$ cat config.mk
export PLATFORM = sky130hd
export DESIGN_NAME = wb_arb_tmo
export DESIGN_NICKNAME = d
export VERILOG_FILES = /design/src/rtl/wb_arb_pkg.sv /design/src/rtl/wb_rr_pick.sv /design/src/rtl/wb_arb_tmo.sv
export SDC_FILE = /design/constraint.sdc
export NUM_CORES = 1
export LEC_CHECK = 0
export ABC_AREA = 1
export BUFFER_PORTS_ARGS = -buffer_cell sky130_fd_sc_hd__buf_2
export CAP_MARGIN = 25
export CELL_PAD_IN_SITES_DETAIL_PLACEMENT = 0
export CELL_PAD_IN_SITES_GLOBAL_PLACEMENT = 1
export CORE_MARGIN = 2
export CORE_UTILIZATION = 40
export CTS_CLUSTER_DIAMETER = 50
export DETAILED_ROUTE_END_ITERATION = 10
export PLACE_DENSITY = 0.81
export REMOVE_ABC_BUFFERS = 1
export SLEW_MARGIN = 40
export SYNTH_ARGS = -nofsm -noshare
export SYNTH_HDL_FRONTEND = slang
export SYNTH_SLANG_ARGS = --single-unit
$ cat constraint.sdc
create_clock -name clk_i -period 2.45 [get_ports clk_i]
set_clock_uncertainty 0.1 [all_clocks]
set_input_delay 0.3675 -clock clk_i [delete_from_list [all_inputs] [get_ports clk_i]]
set_output_delay 0.3675 -clock clk_i [all_outputs]
set_load 0.03 [all_outputs]
$ cat src/rtl/wb_arb_pkg.sv
// Shared types and default sizing for the Wishbone arbiter with watchdog.
`timescale 1ns / 1ps
package wb_arb_pkg;

    localparam int unsigned DEF_NM     = 3;
    localparam int unsigned DEF_GNTW   = 2;
    localparam int unsigned DEF_TMO_W  = 8;
    localparam int unsigned DEF_STAT_W = 16;

    typedef enum logic [1:0] {
        StIdle = 2'd0,
        StOwn  = 2'd1,
        StTmo  = 2'd2
    } state_e;

endpackage

$ cat src/rtl/wb_rr_pick.sv
// Rotating-priority picker: the first requester after last_i wins, wrapping.
`timescale 1ns / 1ps
module wb_rr_pick #(
    parameter int unsigned NM   = 3,
    parameter int unsigned GNTW = 2
) (
    input  logic [NM-1:0]   req_i,
    input  logic [GNTW-1:0] last_i,
    output logic [GNTW-1:0] winner_o,
    output logic            any_o
);

    int unsigned idx;

    // Scan offsets 1..NM from last_i; last_i itself is visited last (lowest priority).
    always_comb begin
        winner_o = '0;
        any_o    = 1'b0;
        idx      = 0;
        for (int unsigned i = 1; i <= NM; i++) begin
            idx = (32'(last_i) + i) % NM;
            for (int unsigned j = 0; j < NM; j++) begin
                if (!any_o && (idx == j) && req_i[j]) begin
                    winner_o = GNTW'(j);
                    any_o    = 1'b1;
                end
            end
        end
    end

endmodule

$ cat src/rtl/wb_arb_tmo.sv
// Round-robin Wishbone bus arbiter with per-beat response watchdog and timeout stats.
`timescale 1ns / 1ps
module wb_arb_tmo
    import wb_arb_pkg::*;
#(
    parameter int unsigned NM     = DEF_NM,
    parameter int unsigned GNTW   = DEF_GNTW,
    parameter int unsigned TMO_W  = DEF_TMO_W,
    parameter int unsigned STAT_W = DEF_STAT_W
) (
    input  logic              clk_i,
    input  logic              rst_i,
    input  logic [NM-1:0]     req_i,
    input  logic              stb_i,
    input  logic              ack_i,
    input  logic              err_i,
    input  logic              rty_i,
    input  logic [TMO_W-1:0]  tmo_limit_i,
    output logic [GNTW-1:0]   gnt_o,
    output logic              gnt_vld_o,
    output logic              tmo_err_o,
    output logic [STAT_W-1:0] tmo_cnt_o,
    output logic [GNTW-1:0]   tmo_mst_o
);

    state_e            state_q, state_d;
    logic [GNTW-1:0]   gnt_q, gnt_d;
    logic [GNTW-1:0]   ptr_q, ptr_d;
    logic [GNTW-1:0]   mst_q, mst_d;
    logic [TMO_W-1:0]  w_q, w_d;
    logic              pend_q, pend_d;
    logic [STAT_W-1:0] cnt_q, cnt_d;

    logic [GNTW-1:0]   pick_win;
    logic              pick_any;
    logic              owner_req;
    logic              resp;
    logic              wd_en;
    logic              waiting;
    logic              tmo_hit;
    logic              tmo_fire;

    // ptr_q only differs from gnt_q out of reset, where it makes master 0 highest priority.
    wb_rr_pick #(
        .NM   (NM),
        .GNTW (GNTW)
    ) u_pick (
        .req_i    (req_i),
        .last_i   (ptr_q),
        .winner_o (pick_win),
        .any_o    (pick_any)
    );

    assign owner_req = |(req_i & (NM'(1) << gnt_q));
    assign resp      = ack_i | err_i | rty_i;
    assign wd_en     = (tmo_limit_i != '0);
    assign waiting   = stb_i & ~resp;
    assign tmo_hit   = wd_en && waiting && (w_q == (tmo_limit_i - TMO_W'(1)));
    // A real response in the pending cycle wins over the synthesized error.
    assign tmo_fire  = (state_q == StTmo) && pend_q && !resp && wd_en;

    // Next-state logic for arbitration FSM, watchdog counter and statistics.
    always_comb begin
        state_d = state_q;
        gnt_d   = gnt_q;
        ptr_d   = ptr_q;
        mst_d   = mst_q;
        w_d     = w_q;
        pend_d  = 1'b0;
        cnt_d   = cnt_q;
        unique case (state_q)
            StIdle: begin
                w_d = '0;
                if (pick_any) begin
                    gnt_d   = pick_win;
                    ptr_d   = pick_win;
                    state_d = StOwn;
                end
            end
            StOwn: begin
                if (!owner_req) begin
                    w_d = '0;
                    if (pick_any) begin
                        gnt_d = pick_win;
                        ptr_d = pick_win;
                    end else begin
                        state_d = StIdle;
                    end
                end else if (tmo_hit) begin
                    w_d     = '0;
                    pend_d  = 1'b1;
                    state_d = StTmo;
                end else if (wd_en && waiting) begin
                    w_d = (w_q == '1) ? w_q : w_q + TMO_W'(1);
                end else begin
                    w_d = '0;
                end
            end
            StTmo: begin
                w_d = '0;
                if (tmo_fire) begin
                    cnt_d = (cnt_q == '1) ? cnt_q : cnt_q + STAT_W'(1);
                    mst_d = gnt_q;
                end
                // Grant is held until the stalled master withdraws its strobe.
                if (!stb_i) begin
                    if (owner_req) begin
                        state_d = StOwn;
                    end else if (pick_any) begin
                        gnt_d   = pick_win;
                        ptr_d   = pick_win;
                        state_d = StOwn;
                    end else begin
                        state_d = StIdle;
                    end
                end
            end
            default: begin
                state_d = StIdle;
            end
        endcase
    end

    // State registers with asynchronous active-low reset.
    always_ff @(posedge clk_i or negedge rst_i) begin
        if (!rst_i) begin
            state_q <= StIdle;
            gnt_q   <= '0;
            ptr_q   <= GNTW'(NM - 1);
            mst_q   <= '0;
            w_q     <= '0;
            pend_q  <= 1'b0;
            cnt_q   <= '0;
        end else begin
            state_q <= state_d;
            gnt_q   <= gnt_d;
            ptr_q   <= ptr_d;
            mst_q   <= mst_d;
            w_q     <= w_d;
            pend_q  <= pend_d;
            cnt_q   <= cnt_d;
        end
    end

    assign gnt_o     = gnt_q;
    assign gnt_vld_o = (state_q != StIdle);
    assign tmo_err_o = tmo_fire;
    assign tmo_cnt_o = cnt_q;
    assign tmo_mst_o = mst_q;

endmodule
==> metrics.yaml, run 1 <==
ys.flop_type: "dfrtp_1"
cts_resized: 0
cap_violations: 0
avgSynthCellArea_sq_um: 7.06
cp-startpoint: "ptr_q[1]"
synth_top_area_share_pct: 33.4
dp_cells: 439
diodes: 0
critPathTopFamily: "simple AND/OR/NAND/NOR gates"
clkTransAtPathRegs_ps: 70
worstPathArrival_ps: 2260
rsz0062_at_grt: "no"
clock_sinks: 32
finalNonFillerCells: 447
placed_cell_area_sq_mm: 0.00261
drv_slew: 0
ys_seq_elements: 32
clock.fmax_mhz: 457
grt_overflow: 0
p_per_area_mw_per_mm2: 723
status: "completed"
dr.pass1.iters: 6
core_sq_mm: 0.00557
cts_tree: "yes"
cp_data_required_time_ps: 2530
critPathSlowestCell: "dfstp_2"
critPathKind: "reg2reg"
grt_max_degree: 33
cts_max_level: 2
die_x_microns: 80.2
total_power_mw: 1.98
multi_input_area_sq_mm: 0.00134
synth-edff-count: 0
area_growth_pct: 17.9
start_util_pct: 41.7
dieHeight_microns: 80.2
gp_congestion: 0.823
port_buffers: 38
hp-class: "in2async"
peakVddDrop_mv: 0.434
maxSlewHeadroom_pct: 52.2
detail_route.wl_per_cell_microns: 12.2
min_period_ps: 2190
cp_max_fo: 4
final-seq-area_sq_um: 802
routed_wl_microns: 5450
synth.area.top_cells: "dfrtp_1, nand2_1, nand3_1"
final_area_sq_mm: 0.00274
drc_errors: 0
hold_buffers: 0
startpoint_type: "register"
end_kind: "register"
ant_nets: 0
fin_setup_tns_ps: 0
period_share_pct: 89.3
vias_per_cell: 4.88
dpl.hpwl_microns: 4310
yosys.area.top_type: "dfrtp_1"
yosysWarnings: 0
leakage_nw: 1.34
setup-violations-final: 0
grt_pass1_vias: 2074
tightest_slew_ps: 718
fp.dieArea_sq_mm: 0.00643
synth.top_cells.by_count: "nand2_1, nor2_1, inv_1"
post-cts-setup-buffers: 0
yosys.cell_types.count: 32
whs_ps: 38.7
nets: 400
row_count: 27
cp_common_cell: "nand2_1"
synth-async-reset-ratio_pct: 100
path_buf_inv: 1
antenna_found_initial: 0
synth_cells: 329
grt_usage_pct: 18.2
cts_buffers: 5
cts_buffer_depth: 2
pin_count: 39
crit_chain: "inv_1, ha_1, nand2_1, nand3_1, a21oi_2, nand4_1, a21oi_2, nor2_1, nor2_1, nand2_1, nand2_1, nand2_1"
via_count: 2182
root_buffer: "clkbuf_8"
syn_area_sq_mm: 0.00232
final.fill_count: 579
hold_viol: 0
synth.most_common_cell: "nand2_1"
seq_area_frac_synth_pct: 34.5
max_stage_delay_ps: 530
r2r_start: "ptr_q[1]"
layout-drive-gt1-share_pct: 18.4
clock_latency_ps: 280
grt_pass1_wl_microns: 9270
drtIter0Drc: 113
==> power by group <==
| part | switching [mW] | internal (mW) |
|---|---|---|
| logic | 0.541 | 0.262 |
| registers | 0.0441 | 0.584 |
| clock network | 0.192 | 0.359 |
==> per-stage QoR <==
| stage | utilization, % | setup slack, ps |
|---|---|---|
| 6_report | 49.2 | 263 |
| 5_1_grt | 49.2 | 30.2 |
| 4_1_cts | 49.0 | 148 |
| 3_5_place_dp | 46.8 | 152 |
| 3_3_place_gp | 46.8 | 169 |
| 2_1_floorplan | - | 193 |
==> path summary, 6_finish.rpt <==
check	endpoint	slack (ps)	cells after the start
hold reg to reg	tmo_cnt_o[4]	400	1
setup / recovery	state_q[1]	260	12
max in group asynchronous	tmo_cnt_o[14]	1740	1
setup reg to reg	state_q[1]	260	12
min in group clk_i	tmo_cnt_o[4]	400	1
hold / removal	w_q[0]	40	1
==> cells by family (layout without fill, tap and decap cells) <==
logic type      Yosys count  after routing  share of synthesized area [%]
compound gates           25             25                           5.82
simple gates            196            196                           38.9
xor+xnor                 21             21                           7.92
flops                    32             32                           34.5
fa+ha+maj                 9              9                           4.85
buf+inv                  46             92                           7.97
==> placed cells by master (no fill, tap or decap), types with 6 or more instances in the layout <==
cell      count
dfrtp_1      31
xor2_1       15
nand3_1      36
nor3_1        6
o21ai_0       7
clkbuf_8      7
nand4_1      16
inv_1        38
nor2_1       40
o21ai_1       8
nand2_1      81
buf_2        38
xnor2_1       6
ha_1          9
==> state kept, by name (all words and copies together), names as in the netlist <==
signal     count
tmo_cnt_o     16
w_q            8
tmo_mst_o      2
state_q        2
ptr_q          2
gnt_o          1
pend_q         1
==> worst reg2reg max path: stages (launching register included) <==
cell and delay (ps):
dfstp_2 530, inv_1 50, ha_1 220, nand2_1 130, nand3_1 110, a21oi_2 160, nand4_1 140, a21oi_2 200
nor2_1 60, nor2_1 180, nand2_1 90, nand2_1 60, nand2_1 40
==> layout make-up <==
class,count,share of cell area [%]
clock buffers,7,3.52
flip-flops and latches,32,29.3
well taps,72,3.29
inverters,42,5.75
multi-input cells,251,49.0
clock inverters,1,1.10
repair buffers,42,8.04
==> layer usage <==
metal	vias up	wire length (microns)	GRT usage, %
met5	-	0	0
met4	0	72	6.10
met3	7	128	2.36
li1	1158	-	-
met1	983	2700	23.9
met2	34	2550	30.8
No activity file was read; power rests on OpenSTA's default activity.
==> inputs of run 2 (changes only) <==
ABC_AREA = unset   (was 1)
CORE_MARGIN = unset   (was 2)
CORE_UTILIZATION = 42   (was 40)
CTS_CLUSTER_DIAMETER = 60   (was 50)
PLACE_DENSITY = 0.82   (was 0.81)
==> run 2 against run 1 <==
  * Global-route usage up 0.26 points
  * Sequential power is 6.4% lower
  * Critical path depth decreased by 5
  * Power is 15% lower
  * Critical endpoint is now state_q[0]
==> metrics.yaml, run 2 <==
yosysWarnings: 0  # unchanged
detail_route.wl_per_cell_microns: 13.2  # was 12.2 microns
drtIter0Drc: 83  # was 113
status: "completed"  # unchanged
diodes: 0  # unchanged
grt_usage_pct: 18.4  # was 18.2%
utilization_pct: 55.7  # was 49.2%
dpl.hpwl_microns: 3250  # was 4310 microns
maxSlewHeadroom_pct: 53.7  # was 52.2%
layout-drive-gt1-share_pct: 27.3  # was 18.4%
clock.fmax_mhz: 420  # was 457 MHz
clkTransAtPathRegs_ps: 80  # was 70 ps
final.fill_count: 405  # was 579
yosys.area.top_type: "dfrtp_1"  # unchanged
start_util_pct: 44.9  # was 41.7%
hp-class: "in2async"  # unchanged
cts_max_level: 2  # unchanged
end_kind: "register"  # unchanged
synth-xor-area-share_pct: 11.9  # was 7.92%
synth-async-reset-ratio_pct: 100  # unchanged
drc_errors: 0  # unchanged
p_per_area_mw_per_mm2: 680  # was 723 mW/mm^2
core_sq_mm: 0.00444  # was 0.00557 sq mm
synth.area.mux_share_pct: 2.70  # was 0%
fin_setup_tns_ps: 0  # unchanged
nets: 296  # was 400
worstPathArrival_ps: 2460  # was 2260 ps
root_buffer: "clkbuf_8"  # unchanged
hold_buffers: 0  # unchanged
seq_area_frac_synth_pct: 40.2  # was 34.5%
tightest_slew_ps: 695  # was 718 ps
clock_sinks: 32  # unchanged
whs_ps: 9.29  # was 38.7 ps
grt_pass1_wl_microns: 7290  # was 9270 microns
dieHeight_microns: 70.9  # was 80.2 microns
ys_seq_elements: 32  # unchanged
routed_wl_microns: 4270  # was 5450 microns
finalNonFillerCells: 323  # was 447
synth.top_cells.by_count: "dfrtp_1, nand2_1, xnor2_1"  # was nand2_1, nor2_1, inv_1
rr_worst_depth: 7  # was 12
area_growth_pct: 24.2  # was 17.9%
dr.pass1.iters: 4  # was 6
row_count: 24  # was 27
grt_max_degree: 33  # unchanged
largest_reg_flops: 16  # unchanged
synth_top_family_by_area: "simple AND/OR/NAND/NOR gates"  # unchanged
synth.most_common_cell: "dfrtp_1"  # was nand2_1
ys.flop_type: "dfrtp_1"  # unchanged
avgSynthCellArea_sq_um: 9.36  # was 7.06 sq um
period_share_pct: 97.2  # was 89.3%
yosys.area_share.simple_pct: 22.9  # was 38.9%
r2r_end: "state_q[0]"  # was state_q[1]
vias_per_cell: 5.24  # was 4.88
total_power_mw: 1.69  # was 1.98 mW
cap_violations: 0  # unchanged
antenna_found_initial: 0  # unchanged
synth.area.top_cells: "dfrtp_1, xnor2_1, ha_1"  # was dfrtp_1, nand2_1, nand3_1
cts_buffer_depth: 2  # unchanged
mostFrequentLayoutCells: "buf_2, dfrtp_1, nand2_1, xnor2_1, buf_4"  # was nand2_1, nor2_1, inv_1, buf_2, nand3_1
gp_congestion: 0.789  # was 0.823
min_period_ps: 2380  # was 2190 ps
setup-violations-final: 0  # unchanged
pin_count: 39  # unchanged
rrSetupSlack_ps: 70  # was 260 ps
clock_latency_ps: 290  # was 280 ps
cts_buffers: 5  # unchanged
cp_max_fo: 3  # was 4
port_buffers: 38  # unchanged
cts_tree: "yes"  # unchanged
cp_data_required_time_ps: 2530  # about the same
die_x_microns: 70.9  # was 80.2 microns
fp.dieArea_sq_mm: 0.00503  # was 0.00643 sq mm
ant_nets: 0  # unchanged
syn_area_sq_mm: 0.00199  # was 0.00232 sq mm
yosys.area_share.adder_pct: 5.65  # was 4.85%
dp_cells: 315  # was 439
drv_slew: 0  # unchanged
yosys.cell_types.count: 47  # was 32
via_count: 1693  # was 2,182
synth-edff-count: 0  # unchanged
peakVddDrop_mv: 0.465  # was 0.434 mV
grt_overflow: 0  # unchanged
synth_top_area_share_pct: 38.9  # was 33.4%
startpoint_type: "register"  # unchanged
leakage_nw: 1.16  # was 1.34 nW
r2r_start: "ptr_q[1]"  # unchanged
critPathKind: "reg2reg"  # unchanged
hold_viol: 0  # unchanged
synth_compound_gate_area_share_pct: 13.4  # was 5.82%
grt_pass1_vias: 1587  # was 2,074
layout_commonest_cell: "buf_2"  # was nand2_1
synth_cells: 213  # was 329
[run 2: timing repair]
action / CTS / global route
setup buffers: 0 / 0
endpoints found under the setup margin: 0 / 5
gates resized for setup: 0 / 5
[run 2: logic make-up (layout without fill, tap and decap cells)]
logic type,after synthesis,in the layout
compound gates,39,39
xor+xnor,27,27
fa+ha+maj,9,9
buf+inv,16,74
flops,32,32
mux,5,5
simple gates,85,85
[run 2: through the flow]
| stage | setup slack [ps] | cell area [sq um] |
|---|---|---|
| global route | -3.80 | 2480 |
| CTS | 55.1 | 2460 |
| finish | 68.2 | 2480 |
| floorplan | -60.9 | 1970 |
| global placement | -156 | 2350 |
| detailed placement | -214 | 2350 |
[run 2: layer usage]
layer	vias up	global-route usage (%)	part of all wire (%)
li1	873	-	-
met1	784	26.6	51
met2	29	27.8	45
met3	7	3.85	2.8
met4	0	6.00	1.2
met5	-	0	0
[run 2: layout make-up]
type                    count  area, sq um  share of cell area (%)
multi-input cells         165         1140                    46.0
flip-flops and latches     32          802                    32.4
repair buffers             55          318                    12.8
clock buffers               5         68.8                    2.78
well taps                  52         65.1                    2.63
clock inverters             3         42.5                    1.72
inverters                  11         41.3                    1.67
[run 2: critical path: stages (launching register included)]
cell,delay [ps]
dfstp_2,540
ha_1,250
or3_1,390
o31ai_2,90
nor3b_1,80
a221o_1,290
a31oi_1,190
mux2_2,360
[run 2: worst max-delay path by stage]
stage          slack (ps)          to  depth (start not counted)           start
2_1_floorplan         -60  state_q[0]                          8        ptr_q[0]
3_3_place_gp         -160      w_q[1]                         10  tmo_limit_i[0]
3_5_place_dp         -210      w_q[1]                         10  tmo_limit_i[0]
4_1_cts                60  state_q[0]                          7        ptr_q[1]
5_1_grt                -4  state_q[0]                          7        ptr_q[1]
6_report               70  state_q[0]                          7        ptr_q[1]
[run 2: where the power goes]
part           internal, mW  total [mW]  switching, mW
logic                 0.247       0.581          0.334
registers             0.562       0.588         0.0263
clock network         0.301       0.515          0.215
==> inputs of run 3 (changes only) <==
CORE_UTILIZATION = 43   (was 42)
CTS_BUF_LIST = sky130_fd_sc_hd__clkbuf_4 sky130_fd_sc_hd__clkbuf_8   (was unset)
PLACE_DENSITY = 0.84   (was 0.82)
==> run 3 against run 2 <==
  * Setup slack improved by 37 ps
  * Sequential power barely moved
  * Via count rose by 1.9%
  * Non-clock buffer count rose by 5
  * First-iteration DRC count rose by 51%
  * Critical path type unchanged
  * Largest cell class unchanged
==> metrics.yaml, run 3 (synthesized netlist as in run 2, its figures left out) <==
drv_slew: 0  # unchanged
area_growth_pct: 26.7  # was 24.2%
sw_frac_of_total_pct: 34.3  # was 34.1%
power.switching_mw: 0.555  # was 0.575 mW
start_util_pct: 45.2  # was 44.9%
diodes: 0  # unchanged
pin_count: 39  # unchanged
p_clk_share_pct: 27.5  # was 30.6%
placed_cell_area_sq_mm: 0.00238  # was 0.00235 sq mm
tightest_slew_ps: 699  # was 695 ps
drc_errors: 0  # unchanged
finalNonFillerCells: 328  # was 323
p_comb_share_pct: 36.1  # was 34.5%
grt_pass1_vias: 1556  # was 1,587
gp_congestion: 0.782  # was 0.789
layout-drive-gt1-share_pct: 30.1  # was 27.3%
dp_cells: 319  # was 315
worstPathArrival_ps: 2420  # was 2460 ps
grt_use_met3_pct: 3.90  # was 3.85%
drtIter0Drc: 125  # was 83
cts_buffer_depth: 2  # unchanged
leakage_nw: 1.20  # was 1.16 nW
clkTransAtPathRegs_ps: 70  # was 80 ps
peakVddDrop_mv: 0.545  # was 0.465 mV
core_sq_mm: 0.00441  # was 0.00444 sq mm
largest_reg_flops: 16  # unchanged
root_buffer: "clkbuf_8"  # unchanged
critPathKind: "reg2reg"  # unchanged
pwr-share-seq_pct: 36.4  # was 34.9%
clock_latency_ps: 290  # about the same
rsz0062_at_grt: "yes"
hp-class: "in2async"  # unchanged
grt_max_degree: 33  # unchanged
detail_route.wl_per_cell_microns: 12.9  # was 13.2 microns
final_area_sq_mm: 0.00253  # was 0.00248 sq mm
dieHeight_microns: 70.1  # was 70.9 microns
grt_busiest_layer: "met2"  # unchanged
vias_per_cell: 5.26  # was 5.24
use_met2_pct: 27.8  # unchanged
port_buffers: 38  # unchanged
startpoint_type: "register"  # unchanged
maxSlewHeadroom_pct: 53.4  # was 53.7%
clock.fmax_mhz: 427  # was 420 MHz
grt_overflow: 0  # unchanged
nets: 301  # was 296
period_share_pct: 95.7  # was 97.2%
via_count: 1725  # was 1,693
setup-violations-final: 0  # unchanged
row_count: 24  # unchanged
cts_max_level: 2  # unchanged
cap_violations: 0  # unchanged
p_per_area_mw_per_mm2: 640  # was 680 mW/mm^2
end_kind: "register"  # unchanged
min_period_ps: 2340  # was 2380 ps
fp.dieArea_sq_mm: 0.00491  # was 0.00503 sq mm
die_x_microns: 70.1  # was 70.9 microns
antenna_found_initial: 0  # unchanged
status: "completed"  # unchanged
layout_commonest_cell: "buf_2"  # unchanged
dpl.hpwl_microns: 3140  # was 3250 microns
cp_max_fo: 3  # unchanged
met1_usage_pct: 25.5  # was 26.6%
mostFrequentLayoutCells: "buf_2, dfrtp_1, buf_4, nand2_1, xnor2_1"  # was buf_2, dfrtp_1, nand2_1, xnor2_1, buf_4
ant_nets: 0  # unchanged
dr.pass1.iters: 5  # was 4
hold_viol: 0  # unchanged
clock_sinks: 32  # unchanged
hold_buffers: 0  # unchanged
p_int_mw: 1.06  # was 1.11 mW
routed_wl_microns: 4240  # was 4270 microns
cp_data_required_time_ps: 2520  # was 2530 ps
grt_pass1_wl_microns: 7160  # was 7290 microns
cts_buffers: 5  # unchanged
cts_tree: "yes"  # unchanged
grt_usage_pct: 18.2  # was 18.4%
run 3: cell count changes in the layout (fill, tap and decap cells not counted), sizes merged:
cell / previous run / this run
buf: 55 / 60
clkbuf: 5 / 8
bufinv: 1 / 0
clkinv: 1 / 0
clkinvlp: 1 / 0
run 3: stage by stage:
step                      power, mW  setup TNS, ps  utilization (%)  setup WS (ps)  hold slack, ps
after floorplan               0.961          -60.9                -          -60.9           -28.1
final                          1.62              0             57.3            105            20.0
after CTS                      1.60              0             56.2           76.4            54.4
after global placement         1.15           -661             54.0           -106             364
after detailed placement       1.15          -1290             54.0           -189             368
after global routing           1.72          -11.3             57.3          -11.3            97.4
run 3: final timing paths:
check / from / endpoint / slack (ps) / cells after the start
max: ptr_q[1] / state_q[0] / 110 / 7
min: rst_i / tmo_cnt_o[10] / 20 / 1
max reg2reg: ptr_q[1] / state_q[0] / 110 / 7
min reg2reg: tmo_cnt_o[11] / tmo_cnt_o[11] / 380 / 1
max in group asynchronous: rst_i / tmo_cnt_o[12] / 1780 / 1
min in group clk_i: req_i[2] / ptr_q[1] / 290 / 3
run 3: critical path: stages (launching register included):
cell and delay [ps]:
dfstp_2 530, ha_1 240, or3_1 350, o31ai_1 90
nor3b_1 90, a221o_1 300, a31oi_2 190, mux2_2 350
run 3: layer usage:
layer / up-vias / share of wire (%)
met5: - / 0
met4: 0 / 1.6
met3: 7 / 2.7
met2: 26 / 45
met1: 806 / 51
li1: 886 / -
run 3: what timing repair did:
item | 4_1_cts | 5_1_grt
gates resized for setup | 0 | 8
setup endpoints to repair | 0 | 10
buffers inserted | 0 | 1
run 3: power groups by stage:
stage                     clock network [mW]  registers (mW)  logic, mW
after floorplan                            0           0.621      0.339
after global placement                     0           0.596      0.555
after detailed placement                   0           0.597      0.557
after CTS                              0.455           0.587      0.559
after global routing                   0.475           0.592      0.652
final                                  0.445           0.588      0.584
run 3: area by class of cell:
type                            count  area [sq um]
Clock buffer                        8          97.6
Tap cell                           52          65.1
Inverter                           11          41.3
Multi-Input combinational cell    165          1170
Sequential cell                    32           802
Fill cell                         415          1890
Timing Repair Buffer               60           355
